## src/rtl/prog_loader_if.sv

```systemverilog
// Byte-stream input and instruction-memory write port of the program loader.
// The master side is the loader itself; the slave side is the environment
// that feeds bytes and owns the instruction memory.
interface prog_loader_if;
  logic [7:0]  rx_data;
  logic        rx_valid;
  logic        rx_ready;
  logic        imem_we;
  logic [31:0] imem_addr;
  logic [31:0] imem_wdata;

  modport master (
    input  rx_data, rx_valid,
    output rx_ready, imem_we, imem_addr, imem_wdata
  );

  modport slave (
    output rx_data, rx_valid,
    input  rx_ready, imem_we, imem_addr, imem_wdata
  );
endinterface

```

## src/rtl/prog_loader.sv

```systemverilog
// Serial program loader: parses a framed byte stream (A5, count, start PC,
// big-endian words, checksum), writes each word into instruction memory and
// releases the core with the start PC once the checksum matches.
module prog_loader #(
  parameter int unsigned ADDR_W    = 8,
  parameter logic [31:0] BASE_ADDR = 32'h0000_0000
) (
  input  logic         clk,
  input  logic         rst_n,
  prog_loader_if.master bus,
  output logic         core_run,
  output logic [31:0]  start_pc,
  output logic         err,
  output logic [15:0]  words_loaded
);

  typedef enum logic [2:0] {
    IDLE, CNT, PC, DATA, CSUM, DONE, ERR
  } state_t;

  localparam logic [7:0]  HEADER    = 8'hA5;
  localparam logic [16:0] MAX_WORDS = 17'(1) << ADDR_W;

  state_t      state;
  logic [1:0]  byte_cnt;
  logic [15:0] count;
  logic [23:0] sh;
  logic [31:0] pc_reg;
  logic [7:0]  sum;
  logic        accept;
  logic [7:0]  b;

  // Byte handshake qualifier.
  always_comb begin
    accept = bus.rx_valid & bus.rx_ready;
    b      = bus.rx_data;
  end

  // Frame parser FSM with registered outputs.
  always_ff @(posedge clk or negedge rst_n) begin
    if (!rst_n) begin
      state          <= IDLE;
      byte_cnt       <= '0;
      count          <= '0;
      sh             <= '0;
      pc_reg         <= '0;
      sum            <= '0;
      bus.rx_ready   <= 1'b0;
      bus.imem_we    <= 1'b0;
      bus.imem_addr  <= '0;
      bus.imem_wdata <= '0;
      core_run       <= 1'b0;
      start_pc       <= '0;
      err            <= 1'b0;
      words_loaded   <= '0;
    end else begin
      bus.rx_ready <= 1'b1;
      bus.imem_we  <= 1'b0;
      if (accept) begin
        unique case (state)
          IDLE, DONE, ERR: begin
            if (b == HEADER) begin
              state        <= CNT;
              byte_cnt     <= '0;
              sum          <= '0;
              words_loaded <= '0;
              err          <= 1'b0;
              core_run     <= 1'b0;
            end
          end
          CNT: begin
            sum <= sum + b;
            if (byte_cnt == 2'd0) begin
              count[15:8] <= b;
              byte_cnt    <= 2'd1;
            end else begin
              count[7:0] <= b;
              byte_cnt   <= '0;
              if ({1'b0, count[15:8], b} > MAX_WORDS) begin
                state <= ERR;
                err   <= 1'b1;
              end else begin
                state <= PC;
              end
            end
          end
          PC: begin
            sum      <= sum + b;
            sh       <= {sh[15:0], b};
            byte_cnt <= byte_cnt + 2'd1;
            if (byte_cnt == 2'd3) begin
              pc_reg <= {sh, b};
              state  <= (count == 16'd0) ? CSUM : DATA;
            end
          end
          DATA: begin
            sum      <= sum + b;
            sh       <= {sh[15:0], b};
            byte_cnt <= byte_cnt + 2'd1;
            if (byte_cnt == 2'd3) begin
              bus.imem_we    <= 1'b1;
              bus.imem_wdata <= {sh, b};
              bus.imem_addr  <= BASE_ADDR + {14'b0, words_loaded, 2'b00};
              words_loaded   <= words_loaded + 16'd1;
              if ((words_loaded + 16'd1) == count) state <= CSUM;
            end
          end
          CSUM: begin
            if (b == sum) begin
              state    <= DONE;
              core_run <= 1'b1;
              start_pc <= pc_reg;
            end else begin
              state <= ERR;
              err   <= 1'b1;
            end
          end
          default: state <= IDLE;
        endcase
      end
    end
  end

endmodule

```

## src/flat_wrapper.sv

```systemverilog
// flat-port wrapper written by rule: the top's interface ports become plain ports
module prog_loader_flat 
#(
  parameter int unsigned ADDR_W    = 8,
  parameter logic [31:0] BASE_ADDR = 32'h0000_0000
)
  (clk, rst_n, core_run, start_pc, err, words_loaded, bus_rx_data, bus_rx_valid, bus_rx_ready, bus_imem_we, bus_imem_addr, bus_imem_wdata);
  prog_loader_if bus_i ();
  input  logic clk;
  input  logic rst_n;
  output logic core_run;
  output logic [31:0] start_pc;
  output logic err;
  output logic [15:0] words_loaded;
  input wire logic [$bits(bus_i.rx_data)-1:0] bus_rx_data;
  input wire logic [$bits(bus_i.rx_valid)-1:0] bus_rx_valid;
  output wire logic [$bits(bus_i.rx_ready)-1:0] bus_rx_ready;
  output wire logic [$bits(bus_i.imem_we)-1:0] bus_imem_we;
  output wire logic [$bits(bus_i.imem_addr)-1:0] bus_imem_addr;
  output wire logic [$bits(bus_i.imem_wdata)-1:0] bus_imem_wdata;
  assign bus_i.rx_data = bus_rx_data;
  assign bus_i.rx_valid = bus_rx_valid;
  assign bus_rx_ready = bus_i.rx_ready;
  assign bus_imem_we = bus_i.imem_we;
  assign bus_imem_addr = bus_i.imem_addr;
  assign bus_imem_wdata = bus_i.imem_wdata;
  prog_loader #(.ADDR_W(ADDR_W), .BASE_ADDR(BASE_ADDR)) u_core (.clk(clk), .rst_n(rst_n), .bus(bus_i), .core_run(core_run), .start_pc(start_pc), .err(err), .words_loaded(words_loaded));
endmodule
```

## config.mk

```make
export PLATFORM = sky130hd
export DESIGN_NAME = prog_loader_flat
export DESIGN_NICKNAME = d
export VERILOG_FILES = /design/src/rtl/prog_loader_if.sv /design/src/rtl/prog_loader.sv /design/src/flat_wrapper.sv
export SDC_FILE = /design/constraint.sdc
export NUM_CORES = 1
export LEC_CHECK = 0
export BUFFER_PORTS_ARGS = -buffer_cell sky130_fd_sc_hd__buf_2
export CAP_MARGIN = 20
export CORE_UTILIZATION = 50
export DETAILED_ROUTE_END_ITERATION = 12
export GPL_ROUTABILITY_DRIVEN = 0
export PLACE_DENSITY = 0.7
export SLEW_MARGIN = 10
export SYNTH_ARGS = -nofsm -noshare
export SYNTH_HDL_FRONTEND = slang
export SYNTH_SLANG_ARGS = --single-unit
```

## constraint.sdc

```tcl
create_clock -name clk -period 6.6 [get_ports clk]
set_input_delay 0.66 -clock clk [delete_from_list [all_inputs] [get_ports clk]]
set_output_delay 0.66 -clock clk [all_outputs]
set_load 0.005 [all_outputs]
```

* Yosys cells after proc, flatten, opt, wreduce, memory -nomap -nowiden
Index checks and enable logic that the tools add are counted.
** Storage, ports and cells
- Bits in registers :: 185
- Bits of input ports :: 11
- Output and inout port bits :: 116
- Word-level logic and storage cells :: 89
** Cells by class
- Add/subtract/negate cells :: 3
- $lt $le $gt $ge :: 1
- Equality and inequality tests :: 18
- Muxes and demuxes :: 27
- Bitwise gates (word level) :: 2
- Reduce and logical (&&, ||, !) cells :: 23
** Operator list (number)
- $mux W16 :: 2
- $pmux W16 S2 :: 1
- $mux W3 :: 7
- $reduce_and A3 Y1 :: 7
- $add A16 B1 Y16 const B :: 1
- $eq A16 B16 Y1 :: 1
- $gt A16 B9 Y1 const B :: 1
- $logic_not A16 Y1 :: 1
- $pmux W8 S2 :: 1
- $pmux W3 S5 :: 1
- $ne A2 B1 Y1 const B :: 6
- $reduce_and A6 Y1 :: 2
- $eq A3 B3 Y1 const B :: 3
- $mux W1 :: 9
- $add A8 B8 Y8 :: 1
- $eq A8 B8 Y1 :: 1
- $eq A8 B8 Y1 const B :: 1
- $mux W8 :: 1
- $reduce_and A4 Y1 :: 2
- $eq A3 B2 Y1 const B :: 2
- $pmux W2 S3 :: 1
- $reduce_bool A2 Y1 :: 3
- $reduce_bool A3 Y1 :: 2
- $reduce_or A3 Y1 :: 2
- other kinds (13) :: 15

* Longest topological paths before layout
- Depth in word-level cells :: 5
- Gate-level depth with buffers :: 8

* Worst setup path before layout
No wires, ideal clock.
- Path kind :: input to register
- Start :: input port bus_rx_data[5]
- End :: register u_core.start_pc[0]
- Arrival :: 2.442 ns
- Required time :: 6.475 ns
- Setup slack :: 4.034 ns
- Stages :: 6
- Path buffers :: 1
- Cell sequence :: ha_1 > nor4_1 > nand3_1 > nor3_1 > buf_2 > mux2_2
** On the way
- Longest elaborated chain between the ends :: 2
** RTL lines
- start: declaration :: line flat_wrapper.sv:15 : input wire logic [$bits(bus_i.rx_data)-1:0] bus_rx_data;
- $eq A8 B8 Y1 :: line prog_loader.sv:109 : if (b == sum) begin
- $reduce_and A3 Y1 (no source line)
- end signal: assignment :: line prog_loader.sv:112 : start_pc <= pc_reg;
- end: declaration :: line prog_loader.sv:12 : output logic [31:0] start_pc,
Every way passes these cells.
A chain may end at the register's enable or synchronous reset.

* Worst setup path after layout
- Start :: input port bus_rx_data[1]
- End :: register u_core.words_loaded[13]
** On the way
- Longest elaborated chain between the ends :: 3
** RTL lines
- $eq A8 B8 Y1 :: line prog_loader.sv:62 : if (b == HEADER) begin
- $ne A2 B1 Y1 (no source line)
- $reduce_and A4 Y1 (no source line)
- end signal: assignment :: line prog_loader.sv:104 : words_loaded <= words_loaded + 16'd1;
- end: declaration :: line prog_loader.sv:14 : output logic [15:0] words_loaded
Every way passes these cells.

==> summary.txt <==
Status
  – Status: completed

Yosys
  – Top_reg_cell synth: dfrtp_1
  – Synthesized area per cell: 10.5 µm²
  – Share of the synthesized area in the top cell type: 0.554
  – Synth top area cells: dfrtp_1 55%, nand2_1 11%, mux2_2 11%
  – Synth Register Bits: 185
  – Ys async rst share: 1.00
  – Post-synth cell types: 62
  – Synth Cell Area: about 8400 µm²
  – Post-synthesis sequential area ratio: 0.554
  – Cell taking the most area after synthesis: dfrtp_1
  – Synth warn: 0
  – Cells after synthesis: 796
  – Post-synth EDFFs: 0

Timing
  – Final setup vio count: 0
  – Final Skew: between 0.01 and 0.015 ns
  – Pins Over Slew Limit: 0
  – Fmax achieved: around 0.4 GHz
  – Final TNS setup: 0 ns
  – Fin crit period: approximately 2.6 ns
  – Final Hold Violating Endpoints: 0
  – Max transition margin: 0.265
  – Final worst path period share: 0.388
  – Slew @ Worst Pin: 1.09 ns
  – RSZ-0062 raised after global routing: false

GRT
  – First-pass GRT wire length: 30800 µm
  – Initial antenna violation count: 0
  – GR Layer Usage met3: 0.0421
  – Met2 GRT Util: 0.345
  – Vias in the first global route: 5828
  – Busiest grt layer: met2
  – M1 GR Usage: 0.325
  – Gr usage total: 0.225
  – Gr ovfl total: 0
  – Largest net degree at the start of global routing: ~110

Placed design
  – DP Wirelength: approximately 12000 µm
  – PortBufs: 110

Drt
  – Via count: 6051
  – DR WL/cell: 16.5 µm
  – ANT nets after route: 0
  – DR pass1 iterations: 5
  – DR DRC count: 0
  – WL final: 18400 µm
  – Initial drt markers: between 300 and 400
  – DR vias/cell: around 5.4

Pwr
  – Pwr/cell area: between 300 and 400 nW/µm²
  – LEAKAGE: 5.13 nW
  – Worst VDD drop: 0.223 mV
  – Total Power: 2.92 mW

Finish
  – Sequential cell area: between 4000 and 5000 µm²
  – Nets: 911
  – Fillers: 1388
  – N_diodes: 0
  – Commonest non-fill, non-tap cell in the layout: nand2_1
  – Most frequent cells in the layout: 244 x nand2_1, 185 x dfrtp_1, 109 x buf_2
  – Proportion of layout cells with a drive suffix above 1: 0.268
  – Area Growth Syn to Fin: 14.7%
  – Multi-input logic area: 3430 µm²

Critical path
  – WP buf/inv: 1
  – Startpoint types: primary input
  – Crit path largest cell delay: 0.56 ns
  – Slowest cell on crit path: or4_4
  – Crit end category: flip-flop
  – Critical path class: primary input to flip-flop
  – Req. time, crit path: ~6.9 ns
  – CP most frequent cell: o21ai_0
  – Crit path max fanout: 16
  – Data arrival time of the critical path: 2.85 ns
  – CP delay by family, top: compound AO/OA/AOI/OAI gates
  – CP cell instances: buf_2, or4_4, o31ai_1, nand3_1, a21o_1, o21ai_0, o21ai_0

Min path
  – Hold crit path type: primary input to asynchronous set/reset pin

Clock network
  – Clock Sinks: 185
  – Clock transition at the registers of the reported paths: 0.07 ns
  – Maximum root-to-sink buffer count: 2
  – CTS buffer count: 17
  – # resized after CTS: 0
  – Clock latency on the worst-skew pair: around 0.43 ns
  – Hold_buf cts: 0
  – CTS tree: built
  – Htree depth: 4
  – CTS Root Cell: clkbuf_16
  – Post-CTS setup buffer count: 0

Floorplan
  – Die W: about 130 µm
  – Total Die Area: ~17000 µm²
  – Starting Density: 0.519
  – IO Pins: 127
  – Die Ht: 131 µm
  – Placement row count: 46
  – Core Region: about 16000 µm²

Job
  – Max-cap check violation count: 0
## final timing paths
kind	slack [ns]	cells after the start	endpoint	start
setup / recovery	4.04	7	u_core.words_loaded[13]	bus_rx_data[1]
max in group asynchronous	4.82	2	u_core.count[6]	rst_n
setup reg to reg	4.09	6	u_core.state[1]	u_core.words_loaded[8]
hold reg to reg	0.47	2	u_core.bus.imem_addr[12]	u_core.bus.imem_addr[12]
hold / removal	0.32	1	u_core.bus.rx_ready	rst_n
min in group clk	0.47	2	u_core.bus.imem_addr[12]	u_core.bus.imem_addr[12]
## worst register-to-register path, cell delays in order, from the launching register on
cell and delay (ns):
dfrtp_1 0.57, and4_1 0.42, nand4_4 0.15, o21a_1 0.22, or4_4 0.52, nor4_4 0.38
o22ai_1 0.13
## synthesized netlist by cell type, types with 5 or more instances
library cell    n
xor2_1          8
a21oi_1        15
nand2_1       244
xnor2_1        19
buf_2          10
o31ai_1         7
o21ai_1        10
buf_4          16
buf_6           6
inv_1           7
dfrtp_1       185
mux2_2         78
o21ai_0        24
nand3_1        15
ha_1           10
a22o_1         10
clkbuf_1       23
a21o_1          5
nand4_1         6
nor2_1         22
and2_1          5
nor3_1          8
## metal layers
metal  up-vias  routed length (µm)
met2       179                8440
met1      3006                8890
li1       2851                   -
met3        15                 916
met4         0                 171
met5         -                   0
## final cells by class
type | count | share of cell area
clock buffer | 21 | 0.0491
clock inverter | 11 | 0.0141
inverter | 9 | 0.00352
multi-input combinational | 560 | 0.358
sequential | 185 | 0.483
tap | 216 | 0.0282
timing repair buffer | 116 | 0.0643
## power breakdown
part / total (mW) / leakage [nW] / internal, mW / switching, mW
registers: 1.40 / 2.49 / 1.28 / 0.114
clock network: 1.03 / 0.280 / 0.594 / 0.439
logic: 0.488 / 2.36 / 0.223 / 0.265
## kinds of logic after synthesis
group           after synthesis  share of synthesized area
compound gates               96                     0.0764
xor+xnor                     27                     0.0283
flops                       185                      0.554
fa+ha+maj                    11                     0.0174
buf+inv                      66                     0.0437
mux                          80                      0.108
simple gates                329                      0.172
other cells                   2                   0.000899
## stage by stage
stage / worst slack [ns] / hold WS (ns) / utilization / std cells / area [µm²]
3_5_place_dp: 3.60 / 0.457 / 0.556 / 1085 / 8960
2_1_floorplan: 4.03 / 0.364 / - / 811 / 8410
3_3_place_gp: 3.62 / 0.454 / 0.556 / 1085 / 8960
5_1_grt: 3.80 / 0.407 / 0.595 / 1118 / 9590
6_report: 4.04 / 0.320 / 0.595 / 1118 / 9590
4_1_cts: 3.88 / 0.377 / 0.594 / 1117 / 9570
Note: power is estimated with default switching activity, not from simulation.
